File: src/rtl/b20_decode_if.sv
// Candidate-in / decoded-result-out bus of the b20 decode stage.
// The master side feeds candidates and accepts results; the slave side is the decoder.
interface b20_decode_if #(
  parameter int unsigned CNT_W = 16
);
  logic             IN_VALID;
  logic             IN_READY;
  logic [19:0]      KEY20;
  logic             EXP_BIT;
  logic             OUT_VALID;
  logic             OUT_READY;
  logic [14:0]      CTR;
  logic             BIT_OUT;
  logic [3:0]       IDX_OUT;
  logic             MATCH;
  logic             CLR;
  logic [CNT_W-1:0] MATCH_CNT;

  modport master (
    output IN_VALID, KEY20, EXP_BIT, OUT_READY, CLR,
    input  IN_READY, OUT_VALID, CTR, BIT_OUT, IDX_OUT, MATCH, MATCH_CNT
  );

  modport slave (
    input  IN_VALID, KEY20, EXP_BIT, OUT_READY, CLR,
    output IN_READY, OUT_VALID, CTR, BIT_OUT, IDX_OUT, MATCH, MATCH_CNT
  );
endinterface

File: src/rtl/b20_decode.sv
// Inverse of the 20-bit key-fragment enumerator: recovers counter, Fc bit and Fc index of a
// candidate in a two-stage valid/ready pipeline, and counts results matching the expected index.
module b20_decode #(
  parameter logic [3:0]  IDX   = 4'd0,
  parameter int unsigned CNT_W = 16
) (
  input logic          CLK,
  input logic          RESETn,
  b20_decode_if.slave  bus
);

  localparam logic [15:0] FA = 16'h9E98;
  localparam logic [15:0] FB = 16'hB48E;
  localparam logic [31:0] FC = 32'hEC57E80A;

  // Position of v among the inputs of tbl that produce the same output bit.
  function automatic logic [2:0] rank16(input logic [15:0] tbl, input logic [3:0] v);
    logic [2:0] r;
    r = '0;
    for (int u = 0; u < 16; u++) begin
      if ((u[3:0] < v) && (tbl[u[3:0]] == tbl[v])) r = r + 3'd1;
    end
    return r;
  endfunction

  function automatic logic [3:0] rank32(input logic [31:0] tbl, input logic [4:0] v);
    logic [3:0] r;
    r = '0;
    for (int u = 0; u < 32; u++) begin
      if ((u[4:0] < v) && (tbl[u[4:0]] == tbl[v])) r = r + 4'd1;
    end
    return r;
  endfunction

  logic             s1_valid_q;
  logic [4:0]       s1_sel_q,  s1_sel_d;
  logic [14:0]      s1_rank_q, s1_rank_d;
  logic             s1_exp_q;

  logic             out_valid_q;
  logic [14:0]      ctr_q;
  logic             bit_q,   bit_d;
  logic [3:0]       idx_q,   idx_d;
  logic             match_q, match_d;
  logic [CNT_W-1:0] cnt_q,   cnt_d;

  logic s2_accept, in_ready, in_fire, out_fire;

  assign s2_accept = !out_valid_q || bus.OUT_READY;
  assign in_ready  = !s1_valid_q || s2_accept;
  assign in_fire   = bus.IN_VALID && in_ready;
  assign out_fire  = out_valid_q && bus.OUT_READY;

  always_comb begin
    s1_sel_d  = {FB[bus.KEY20[3:0]], FA[bus.KEY20[7:4]], FA[bus.KEY20[11:8]],
                 FB[bus.KEY20[15:12]], FA[bus.KEY20[19:16]]};
    s1_rank_d = {rank16(FA, bus.KEY20[19:16]), rank16(FB, bus.KEY20[15:12]),
                 rank16(FA, bus.KEY20[11:8]),  rank16(FA, bus.KEY20[7:4]),
                 rank16(FB, bus.KEY20[3:0])};
  end

  always_comb begin
    bit_d   = FC[s1_sel_q];
    idx_d   = rank32(FC, s1_sel_q);
    match_d = (idx_d == IDX) && (bit_d == s1_exp_q);
  end

  always_comb begin
    cnt_d = cnt_q;
    if (bus.CLR) begin
      cnt_d = '0;
    end else if (out_fire && match_q && (cnt_q != {CNT_W{1'b1}})) begin
      cnt_d = cnt_q + CNT_W'(1);
    end
  end

  always_ff @(posedge CLK or negedge RESETn) begin
    if (!RESETn) begin
      s1_valid_q <= 1'b0;
      s1_sel_q   <= '0;
      s1_rank_q  <= '0;
      s1_exp_q   <= 1'b0;
    end else if (in_ready) begin
      // S1 empties here unless a new candidate arrives in the same cycle.
      s1_valid_q <= bus.IN_VALID;
      if (in_fire) begin
        s1_sel_q  <= s1_sel_d;
        s1_rank_q <= s1_rank_d;
        s1_exp_q  <= bus.EXP_BIT;
      end
    end
  end

  always_ff @(posedge CLK or negedge RESETn) begin
    if (!RESETn) begin
      out_valid_q <= 1'b0;
      ctr_q       <= '0;
      bit_q       <= 1'b0;
      idx_q       <= '0;
      match_q     <= 1'b0;
    end else if (s2_accept) begin
      out_valid_q <= s1_valid_q;
      if (s1_valid_q) begin
        ctr_q   <= s1_rank_q;
        bit_q   <= bit_d;
        idx_q   <= idx_d;
        match_q <= match_d;
      end
    end
  end

  always_ff @(posedge CLK or negedge RESETn) begin
    if (!RESETn) begin
      cnt_q <= '0;
    end else begin
      cnt_q <= cnt_d;
    end
  end

  assign bus.IN_READY  = in_ready;
  assign bus.OUT_VALID = out_valid_q;
  assign bus.CTR       = ctr_q;
  assign bus.BIT_OUT   = bit_q;
  assign bus.IDX_OUT   = idx_q;
  assign bus.MATCH     = match_q;
  assign bus.MATCH_CNT = cnt_q;

endmodule
File: src/flat_wrapper.sv
// flat-port wrapper written by rule: the top's interface ports become plain ports
module b20_decode_flat 
#(
  parameter logic [3:0]  IDX   = 4'd0,
  parameter int unsigned CNT_W = 16
)
  (CLK, RESETn, bus_IN_VALID, bus_KEY20, bus_EXP_BIT, bus_OUT_READY, bus_CLR, bus_IN_READY, bus_OUT_VALID, bus_CTR, bus_BIT_OUT, bus_IDX_OUT, bus_MATCH, bus_MATCH_CNT);
  b20_decode_if #(.CNT_W(CNT_W)) bus_i ();
  input logic CLK;
  input logic RESETn;
  input wire logic [$bits(bus_i.IN_VALID)-1:0] bus_IN_VALID;
  input wire logic [$bits(bus_i.KEY20)-1:0] bus_KEY20;
  input wire logic [$bits(bus_i.EXP_BIT)-1:0] bus_EXP_BIT;
  input wire logic [$bits(bus_i.OUT_READY)-1:0] bus_OUT_READY;
  input wire logic [$bits(bus_i.CLR)-1:0] bus_CLR;
  output wire logic [$bits(bus_i.IN_READY)-1:0] bus_IN_READY;
  output wire logic [$bits(bus_i.OUT_VALID)-1:0] bus_OUT_VALID;
  output wire logic [$bits(bus_i.CTR)-1:0] bus_CTR;
  output wire logic [$bits(bus_i.BIT_OUT)-1:0] bus_BIT_OUT;
  output wire logic [$bits(bus_i.IDX_OUT)-1:0] bus_IDX_OUT;
  output wire logic [$bits(bus_i.MATCH)-1:0] bus_MATCH;
  output wire logic [$bits(bus_i.MATCH_CNT)-1:0] bus_MATCH_CNT;
  assign bus_i.IN_VALID = bus_IN_VALID;
  assign bus_i.KEY20 = bus_KEY20;
  assign bus_i.EXP_BIT = bus_EXP_BIT;
  assign bus_i.OUT_READY = bus_OUT_READY;
  assign bus_i.CLR = bus_CLR;
  assign bus_IN_READY = bus_i.IN_READY;
  assign bus_OUT_VALID = bus_i.OUT_VALID;
  assign bus_CTR = bus_i.CTR;
  assign bus_BIT_OUT = bus_i.BIT_OUT;
  assign bus_IDX_OUT = bus_i.IDX_OUT;
  assign bus_MATCH = bus_i.MATCH;
  assign bus_MATCH_CNT = bus_i.MATCH_CNT;
  b20_decode #(.IDX(IDX), .CNT_W(CNT_W)) u_core (.CLK(CLK), .RESETn(RESETn), .bus(bus_i));
endmodule
File: config.mk
export PLATFORM = sky130hd
export DESIGN_NAME = b20_decode_flat
export DESIGN_NICKNAME = d
export VERILOG_FILES = /design/src/rtl/b20_decode_if.sv /design/src/rtl/b20_decode.sv /design/src/flat_wrapper.sv
export SDC_FILE = /design/constraint.sdc
export NUM_CORES = 1
export LEC_CHECK = 0
export BUFFER_PORTS_ARGS = -buffer_cell sky130_fd_sc_hd__buf_2
export CAP_MARGIN = 40
export CORE_MARGIN = 3
export CORE_UTILIZATION = 60
export DETAILED_ROUTE_END_ITERATION = 8
export PLACE_DENSITY = 0.85
export SLEW_MARGIN = 20
export SYNTH_ARGS = -nofsm -noshare
export SYNTH_HDL_FRONTEND = slang
export SYNTH_SLANG_ARGS = --single-unit
File: constraint.sdc
create_clock -name CLK -period 21.2 [get_ports CLK]
set_input_delay 0 -clock CLK [delete_from_list [all_inputs] [get_ports CLK]]
set_output_delay 0 -clock CLK [all_outputs]
set_load 0.005 [all_outputs]
==> out/metrics.cfg <==
[setup_path]
rrSetupSlack_ns=2.75
end_kind=register
r2r_start=u_core.s1_sel_q[4]
critPathMaxFanout=43
cpMaxStageDelayCell=or4_1
crit_type=reg -> reg
startpoint=u_core.s1_sel_q[4]
worstSetupStartpointType=register
required_ns=21.47
cp_slowest_stage_delay_ns=0.53
crit_top_cell=ha_1
cp.arrival_ns=18.72

[timing]
fin_ws_ns=2.748
rsz0062_at_grt=false
setup_viol=0
slew_viol_final=0
final-hold-violation-count=0
finalCriticalPeriod_ns=18.45
max_freq_mhz=54.19
tightest_slew_ns=0.7629
whs_ns=0.04300
tns_ns=0
slew_headroom_pct=49.14
timing.final.crit_share_pct=87.04
fin_skew_ns=0.006095

[die]
start_util_pct=62.66
die_area_sq_um=17000
die_width_um=130.4
coreArea_sq_um=14810
fp.dieH_um=130.4
num_io_pins=65
fp-row-count=44

[hold_path]
hp-class=in -> reg
worstHoldStart=bus_CLR

[finish]
drive_above_1_share_pct=14.03
fin_cells=1424
final-seq-area_sq_um=1501
stdcell_area_sq_um=9911
area_growth_pct=6.795
multi_input_area_sq_um=7278
n_antenna_cell=0
nets=1361
nFillCells=1221

[yosys]
yosysUniqueCellTypes=83
post-synth-top-area-fraction_pct=16.18
synth.area.top_cells=dfrtp_1 (16%), ha_1 (13%), mux2_2 (6.7%)
synth-edff-count=0
synthFlopType=dfrtp_1
synth_common_cells=nand2_1 (144), nor2_1 (123), ha_1 (98)
yosys.area.top_type=dfrtp_1
synth_nets=1347
syn-cell-area_sq_um=9280
ys_seq_area_share_pct=16.18
avgSynthCellArea_sq_um=7.588
synth.most_common_cell=nand2_1
ys_ff_latch=60
syn_inst=1223
yosys_warnings=0
synth-async-reset-ratio_pct=100.0

[global_route]
antenna_found_initial=0
grt_pass1_wl_um=36430
grt_usage_pct=25.48
grt_pass1_vias=7868
grt_max_degree=61
gr-total-overflow=0

[detailed_routing]
wirelength_um=21910
first_pass_iters=5
drtIter0Drc=579
final_antenna_net_count=0
routed-via-count=8910
vias_per_cell=6.257
wire_per_inst_um=15.39
drc=0

[placement]
placed_cell_area_sq_um=9589
numPlacedInstances=1407
dp_slack_ns=3.229
gp_congestion=0.9115
io_buffers=64
hpwl_um=16300

[status]
status=complete, no violations

[power]
p_leak_nw=4.559
ir_worst_vdd_uv=65.37
pwr_density_cell_nw_per_um2=120.3

[clock_tree]
clockBufferDepth=2
cts-root-buf=clkbuf_16
clk_pin_slew_worst_paths_ns=0.05
h-tree-depth=3
cts_tree=yes
clock_sinks=60
cts_buffers=9
clock_latency_ns=0.33
postCtsSetupRepairBufs=0

[flow_run]
cap_violations=0

critical path, delay by kind of cell, from the launching register on:
kind | cells | cell delay, ns
multiplexers | 9 | 2.16
AO/OA/AOI/OAI | 22 | 3.40
flip-flops | 1 | 0.32
AND/OR/NAND/NOR | 27 | 3.44
buffers and inverters | 7 | 1.18
adder cells (fa/ha/maj) | 27 | 7.84
placed cells by master (no fill, tap or decap), types with 10 or more instances in the layout:
master,n
buf_2,64
dfrtp_1,60
nor3_1,13
or2_2,10
inv_1,50
o21a_1,10
nor2b_1,16
nand2_1,144
and3_1,10
o21ai_0,91
a31oi_1,10
a22oi_1,15
mux2i_1,22
o22ai_1,12
nor2_1,123
mux2_2,55
o31ai_1,13
a21o_1,13
and2_1,17
a32oi_1,11
a21oi_1,70
ha_1,98
xnor2_1,61
nand2b_1,26
nand3_1,26
xor2_1,40
cell type report:
type,count,share of cell area [%]
Clock inverter,2,0.3535
Timing Repair Buffer,75,4.217
Clock buffer,12,2.588
Sequential cell,60,15.15
Inverter,51,1.932
Multi-Input combinational cell,1040,73.44
Tap cell,184,2.323
flip-flops by register name, summed over array words and instances (netlist names):
register and cells:
u_core.bus.BIT_OUT 1, u_core.bus.CTR 15, u_core.bus.IDX_OUT 4, u_core.bus.MATCH 1, u_core.bus.MATCH_CNT 16, u_core.bus.OUT_VALID 1
u_core.s1_exp_q 1, u_core.s1_rank_q 15, u_core.s1_sel_q 5, u_core.s1_valid_q 1
repair_timing:
item	CTS	global route
gates resized for setup	0	0
hold buffers	3	0
hold endpoints to repair	62	0
where the power goes:
group	total, W	switching (W)	leakage [nW]	internal (W)
logic	0.000880	0.000470	3.65	0.000410
registers	0.000168	0.0000211	0.760	0.000147
clock network	0.000144	0.0000485	0.145	0.0000957
total	0.00119	0.000540	4.56	0.000653
final timing paths:
| check | cells past startpoint | to |
|---|---|---|
| max | 92 | u_core.bus.MATCH |
| min | 2 | u_core.bus.MATCH_CNT[15] |
| max reg2reg | 92 | u_core.bus.MATCH |
| min reg2reg | 2 | u_core.s1_rank_q[4] |
| max in group asynchronous | 3 | u_core.bus.BIT_OUT |
| min in group asynchronous | 3 | u_core.bus.MATCH_CNT[9] |
per-layer routing:
metal	GRT usage, %	wire (um)	share of wire [%]	vias to the layer above
met4	7.502	419	1.9	0
met1	35.01	9692	44	4224
met3	3.357	1180	5.4	34
li1	-	-	-	4380
met5	0	0	0	-
met2	42.00	10620	48	272
stage by stage:
step,total power (W),util [%]
finish,0.001192,66.92
global route,0.001310,66.92
CTS,0.001190,66.92
detailed placement,0.001034,64.75
global placement,0.0009977,64.65
floorplan,0.0008604,-
logic make-up (layout without fill, tap and decap cells):
| logic type | after synthesis | after routing | synth area share [%] |
|---|---|---|---|
| xor+xnor | 109 | 109 | 11.35 |
| compound gates | 322 | 322 | 22.44 |
| buf+inv | 123 | 140 | 5.393 |
| fa+ha+maj | 100 | 100 | 13.43 |
| mux | 77 | 77 | 9.047 |
| flops | 60 | 60 | 16.18 |
| simple gates | 432 | 432 | 22.17 |
No activity file was read; power rests on OpenSTA's default activity.
